File: src/rtl/adc_udp_pkg.sv
// Shared types and constants for the ADC-to-UDP data path.
package adc_udp_pkg;

    typedef enum logic [2:0] {
        StIdle    = 3'b001,
        StHeader  = 3'b010,
        StPayload = 3'b100
    } state_e;

    localparam logic [15:0] HdrTagDefault = 16'hADC5;
    localparam logic [31:0] CmdSend       = 32'h73656e64;

endpackage

File: src/rtl/adc_sample_packer.sv
// Packs consecutive ADC samples into 32-bit pairs: first sample low half, second high half.
module adc_sample_packer
    import adc_udp_pkg::*;
#(
    parameter int unsigned SAMPLE_W = 14
) (
    input  logic                clk,
    input  logic                rst_n,
    input  logic                clr,
    input  logic                in_valid,
    input  logic [SAMPLE_W-1:0] in_data,
    output logic                pair_valid,
    output logic [31:0]         pair
);

    logic [15:0] half_q, half_d;
    logic [15:0] in_ext;
    logic        phase_q, phase_d;

    always_comb begin
        in_ext                 = '0;
        in_ext[SAMPLE_W-1:0]   = in_data;
    end

    assign pair_valid = in_valid & phase_q & ~clr;
    assign pair       = {in_ext, half_q};

    always_comb begin
        half_d  = half_q;
        phase_d = phase_q;
        if (clr) begin
            phase_d = 1'b0;
        end else if (in_valid) begin
            if (!phase_q) begin
                half_d  = in_ext;
                phase_d = 1'b1;
            end else begin
                phase_d = 1'b0;
            end
        end
    end

    always_ff @(posedge clk or negedge rst_n) begin
        if (!rst_n) begin
            half_q  <= '0;
            phase_q <= 1'b0;
        end else begin
            half_q  <= half_d;
            phase_q <= phase_d;
        end
    end

endmodule

File: src/rtl/adc_frame_builder.sv
// Builds one header + WORDS_PER_FRAME payload-word frame per send request into the UDP TX FIFO.
module adc_frame_builder
    import adc_udp_pkg::*;
#(
    parameter int unsigned SAMPLE_W        = 14,
    parameter int unsigned WORDS_PER_FRAME = 256,
    parameter logic [15:0] HDR_TAG         = HdrTagDefault
) (
    input  logic                clk,
    input  logic                rst_n,
    input  logic                send_req,
    input  logic                adc_valid,
    input  logic [SAMPLE_W-1:0] adc_data,
    input  logic                tx_full,
    output logic                tx_wr_en,
    output logic [31:0]         tx_data,
    output logic                busy,
    output logic [15:0]         frame_cnt,
    output logic                overrun
);

    localparam logic [16:0] LastWord = 17'(WORDS_PER_FRAME);

    state_e      state_q, state_d;
    logic [15:0] seq_q, seq_d;
    logic [15:0] frame_cnt_q, frame_cnt_d;
    logic        overrun_q, overrun_d;
    logic        out_valid_q, out_valid_d;
    logic [31:0] out_data_q, out_data_d;
    logic [16:0] acc_cnt_q, acc_cnt_d;

    logic        pk_clr, pk_valid;
    logic [31:0] pk_pair;
    logic        last_write, pair_in, pair_drop;

    assign tx_wr_en  = out_valid_q & ~tx_full;
    assign tx_data   = out_data_q;
    assign busy      = (state_q != StIdle);
    assign frame_cnt = frame_cnt_q;
    assign overrun   = overrun_q;

    // acc_cnt counts payload words accepted into the out register, so once it reaches
    // LastWord the word held there is the final one of the frame.
    assign last_write = (state_q == StPayload) && tx_wr_en && (acc_cnt_q == LastWord);
    assign pk_clr     = ((state_q == StIdle) && send_req) || last_write;

    adc_sample_packer #(
        .SAMPLE_W (SAMPLE_W)
    ) u_packer (
        .clk        (clk),
        .rst_n      (rst_n),
        .clr        (pk_clr),
        .in_valid   (adc_valid & busy),
        .in_data    (adc_data),
        .pair_valid (pk_valid),
        .pair       (pk_pair)
    );

    always_comb begin
        pair_in   = 1'b0;
        pair_drop = 1'b0;
        if (pk_valid) begin
            if (state_q == StHeader) begin
                pair_in   = tx_wr_en;
                pair_drop = ~tx_wr_en;
            end else if ((state_q == StPayload) && (acc_cnt_q < LastWord)) begin
                pair_in   = ~out_valid_q | tx_wr_en;
                pair_drop = ~pair_in;
            end
        end
    end

    always_comb begin
        state_d     = state_q;
        seq_d       = seq_q;
        frame_cnt_d = frame_cnt_q;
        overrun_d   = overrun_q | pair_drop;
        out_valid_d = out_valid_q & ~tx_wr_en;
        out_data_d  = out_data_q;
        acc_cnt_d   = acc_cnt_q;

        if ((state_q == StHeader) && !out_valid_q) begin
            out_valid_d = 1'b1;
            out_data_d  = {HDR_TAG, seq_q};
        end
        if (pair_in) begin
            out_valid_d = 1'b1;
            out_data_d  = pk_pair;
            acc_cnt_d   = acc_cnt_q + 17'd1;
        end

        unique case (state_q)
            StIdle: begin
                if (send_req) begin
                    state_d   = StHeader;
                    acc_cnt_d = '0;
                end
            end
            StHeader: begin
                if (tx_wr_en) begin
                    state_d = StPayload;
                end
            end
            StPayload: begin
                if (last_write) begin
                    state_d     = StIdle;
                    seq_d       = seq_q + 16'd1;
                    frame_cnt_d = frame_cnt_q + 16'd1;
                end
            end
            default: state_d = StIdle;
        endcase
    end

    always_ff @(posedge clk or negedge rst_n) begin
        if (!rst_n) begin
            state_q     <= StIdle;
            seq_q       <= '0;
            frame_cnt_q <= '0;
            overrun_q   <= 1'b0;
            out_valid_q <= 1'b0;
            out_data_q  <= '0;
            acc_cnt_q   <= '0;
        end else begin
            state_q     <= state_d;
            seq_q       <= seq_d;
            frame_cnt_q <= frame_cnt_d;
            overrun_q   <= overrun_d;
            out_valid_q <= out_valid_d;
            out_data_q  <= out_data_d;
            acc_cnt_q   <= acc_cnt_d;
        end
    end

endmodule

File: config.mk
export PLATFORM = sky130hd
export DESIGN_NAME = adc_frame_builder
export DESIGN_NICKNAME = d
export VERILOG_FILES = /design/src/rtl/adc_udp_pkg.sv /design/src/rtl/adc_sample_packer.sv /design/src/rtl/adc_frame_builder.sv
export SDC_FILE = /design/constraint.sdc
export NUM_CORES = 1
export LEC_CHECK = 0
export CAP_MARGIN = 15
export CORE_ASPECT_RATIO = 0.7
export CORE_MARGIN = 2
export CORE_UTILIZATION = 54
export CTS_CLUSTER_DIAMETER = 60
export DETAILED_ROUTE_END_ITERATION = 16
export GPL_ROUTABILITY_DRIVEN = 0
export PLACE_DENSITY = 0.79
export SKIP_LAST_GASP = 1
export SLEW_MARGIN = 20
export SYNTH_ARGS = -nofsm -noshare
export SYNTH_HDL_FRONTEND = slang
export SYNTH_HIERARCHICAL = 1
export SYNTH_SLANG_ARGS = --single-unit
File: constraint.sdc
create_clock -name clk -period 3.6 [get_ports clk]
set_input_delay 0.54 -clock clk [delete_from_list [all_inputs] [get_ports clk]]
set_output_delay 0.54 -clock clk [all_outputs]
set_load 0.03 [all_outputs]
==> PnR_summary.wiki <==
{| class="wikitable"
! Metric !! Value
|-
| Status || completed
|-
| Flip-flop cell with the highest count after synthesis || dfrtp_1
|-
| Total cell area at the placement stage || 5423 µm²
|-
| Layout Area Growth over Synthesis || 22.15%
|-
| Number of antenna violations at the first check in global routing || 0
|-
| Routed vias/inst || 5.602
|-
| Fin crit share || 89.86%
|-
| Worst clock skew || 0.008329 ns
|-
| Overall fraction of global-route tracks in use || 24.28%
|-
| Most frequently used cell type in the post-synthesis netlist || dfrtp_1
|-
| Core Footprint || 8443 µm²
|-
| Post-Synthesis Cells || 429
|-
| Combinational cell fraction of total power || 28.8%
|-
| First-pass GRT wire length || 17560 µm
|-
| Minimum clock period || 3.235 ns
|-
| Clock transition time at the flip-flop clock pins of the worst setup and hold paths || 0.07 ns
|-
| Fraction of synthesized cell area taken by the top area cell type || 53.30%
|-
| Worst r2r src || acc_cnt_q[7]
|-
| Sw frac || 33.25%
|-
| Total of endpoints with negative setup slack in the final report || 0
|-
| Number of hold buffers added after cts || 0
|-
| Drt first pass iters || 5
|-
| Slew HR || 46.34%
|-
| Commonest cells in the synthesized netlist || dfrtp_1, nand2_1, xnor2_1
|-
| Maxcap violations || 0
|-
| Placed Cells incl. Taps || 599
|-
| Worst reg-to-reg setup slack || 0.37 ns
|-
| Biggest cell delay along the critical path || 0.72 ns
|-
| Leakage component of the power || 0.002551 µW
|-
| Worst vdd ir || 0.4088 mV
|-
| Total Wirelength || 10520 µm
|-
| Asr flop ratio synth || 100.0%
|-
| Req. time, crit path || 3.83 ns
|-
| RSZ-0062 raised after global routing || no
|-
| Post-CTS setup buffer count || 0
|-
| Via count of the first global-routing pass || 3428
|-
| Number of synthesized flops with an enable pin || 0
|-
| Sequential share of power || 43.1%
|-
| Post-cts gate resize count || 0
|-
| Die width || 115.4 µm
|-
| I/O pins || 70
|-
| Via Count || 3445
|-
| H-tree level count || 3
|-
| Hold/Removal Path Class || in2async
|-
| Final instance area || 5734 µm²
|-
| Worst setup EP type || flip-flop
|-
| Total congestion overflow || 0
|-
| Number of warning messages in the yosys log || 6
|-
| Final-stage net count || 513
|-
| Pin count of the biggest net entering global routing || 62
|-
| Hpwl dp || 7302 µm
|-
| Clock Sinks || 101
|-
| DR WL/cell || 17.10 µm
|-
| Clock tree from TritonCTS || done
|-
| Mean post-synth cell area || 10.94 µm²
|-
| Count of buffers inserted at the top-level ports || 69
|-
| Worst setup path start || acc_cnt_q[7]
|-
| Total power per unit cell area || 613.8 nW/µm²
|-
| Worst Path Max Fanout || 22
|-
| Element type at the critical path start || flip-flop
|-
| Antenna violation net count after detailed routing || 0
|-
| Area of the mapped netlist || 4695 µm²
|-
| Area contributors post-synth || dfrtp_1, xnor2_1, nand2_1
|-
| Net switching component of the power || 1171 µW
|-
| Max Buffers Root-to-Sink || 2
|-
| Sequential fraction of the synthesis area || 53.86%
|-
| Antenna diode count || 0
|-
| Yosys cell types || 49
|-
| Endpoint arrival time on the critical path || 3.46 ns
|-
| Total internal power || 2349 µW
|-
| Worst r2r path cells || 10
|-
| Timing-limited maximum frequency || 309.1 MHz
|-
| Initial Utilization || 55.60%
|-
| Largest area contributor in the netlist || dfrtp_1
|-
| Buffer cell driving the clock tree root || clkbuf_16
|-
| Kind of cell adding the most delay to the critical path || simple AND/OR/NAND/NOR gates
|-
| Die ar. || 9467 µm²
|-
| Number of endpoints with negative hold slack in the final report || 0
|-
| Final standard cell utilization of the core || 67.92%
|-
| Critical path cell sequence || or4_1 -> nor3_1 -> or2_2 -> and3b_2 -> nor2b_1 -> and4_1 -> o21a_1 -> buf_4 -> a222oi_1 -> inv_1
|-
| Total negative slack || 0 ns
|-
| Layout fillers || 644
|-
| Clock buffer count from CTS || 9
|-
| Clock latency on the worst-skew pair || 0.34 ns
|-
| Worst reg2reg endpoint || tx_data[6]
|-
| Die Y-Extent || 82.01 µm
|-
| DRC viols || 0
|-
| Initial detailed-routing violation count || 301
|-
| Logic depth of the worst setup path including buffers || 10
|-
| Capture point of the critical path || tx_data[6]
|-
| Buffer and inverter count on the worst path || 2
|-
| Final non-filler cell total || 615
|-
| Transition at the pin with the smallest max-transition slack || 0.8040 ns
|-
| Clock network fraction of total power || 28.1%
|-
| Critical path class || reg2reg
|-
| Site row count || 28
|-
| Slowest library cell on the worst path || or4_1
|-
| Number of pins with negative max-slew slack in the final report || 0
|-
| Layout cell share with drive strength beyond 1 || 11.52%
|-
| Register bit total from synthesis || 101
|}
-- cells in the final DEF (no fill, tap or decap), types with 5 or more instances in the layout --
cell,Yosys,routed
a21oi_1,10,10
a222oi_1,16,16
and3_1,8,8
and4_1,7,7
buf_4,18,13
clkbuf_16,0,9
clkdlybuf4s50_1,0,68
dfrtp_1,100,100
inv_1,24,24
mux2_2,16,16
nand2_1,57,57
nand3_1,24,24
nand4_1,10,10
nor2_1,12,12
nor4_1,5,5
o21ai_0,16,16
or3_1,6,6
xnor2_1,29,29
xor2_1,8,8
-- per-stage QoR --
step                hold slack [ns]  total power [µW]  setup WS, ns
floorplan                    0.2444              2119        0.1643
global placement             0.4579              2502        0.2313
detailed placement           0.4610              2535       0.09750
CTS                          0.3027              3542        0.3083
global route                 0.3383              3687        0.1238
finish                       0.2715              3520        0.3651
-- area by class of cell --
class / count / area [µm²] / share of cell area [%]
multi-input combinational: 273 / 1879 / 32.77
sequential: 101 / 2529 / 44.10
timing repair buffer: 81 / 778.2 / 13.57
clock inverter: 6 / 68.82 / 1.200
tap: 120 / 150.1 / 2.618
clock buffer: 10 / 239.0 / 4.168
inverter: 24 / 90.09 / 1.571
-- cell families after synthesis --
kind of cell / synth area share (%)
mux: 3.838
xor+xnor: 6.903
fa+ha+maj: 1.066
compound gates: 9.782
flops: 53.86
buf+inv: 6.423
simple gates: 18.04
other cells: 0.07988
-- state kept, by name, summed over array words and instances, names as in the netlist --
name              count
tx_data              32
acc_cnt_q            17
frame_cnt            16
seq_q                16
u_packer/half_q      14
state_q               3
out_valid_q           1
overrun               1
u_packer/phase_q      1
-- per-layer routing --
layer | vias to the layer above | routed length [µm] | GRT usage, %
li1 | 1607 | - | -
met1 | 1719 | 5089 | 35.30
met2 | 107 | 4667 | 36.08
met3 | 12 | 637 | 6.790
met4 | 0 | 125 | 6.265
met5 | - | 0 | 0
-- worst min-delay path by stage --
stage                          endpoint     from  depth (start not counted)
after floorplan            acc_cnt_q[0]    rst_n                          0
after global placement          overrun  overrun                          1
after detailed placement        overrun  overrun                          1
after CTS                 acc_cnt_q[13]    rst_n                          1
after global routing      acc_cnt_q[13]    rst_n                          1
final                     acc_cnt_q[15]    rst_n                          1
-- power groups by stage --
stage               Combinational (µW)  Sequential [µW]  Clock [µW]
floorplan                          414             1710           0
global placement                   986             1520           0
detailed placement                1010             1520           0
CTS                               1020             1510        1010
global route                      1090             1550        1050
finish                            1010             1520         989
No activity file was read; power rests on OpenSTA's default activity.
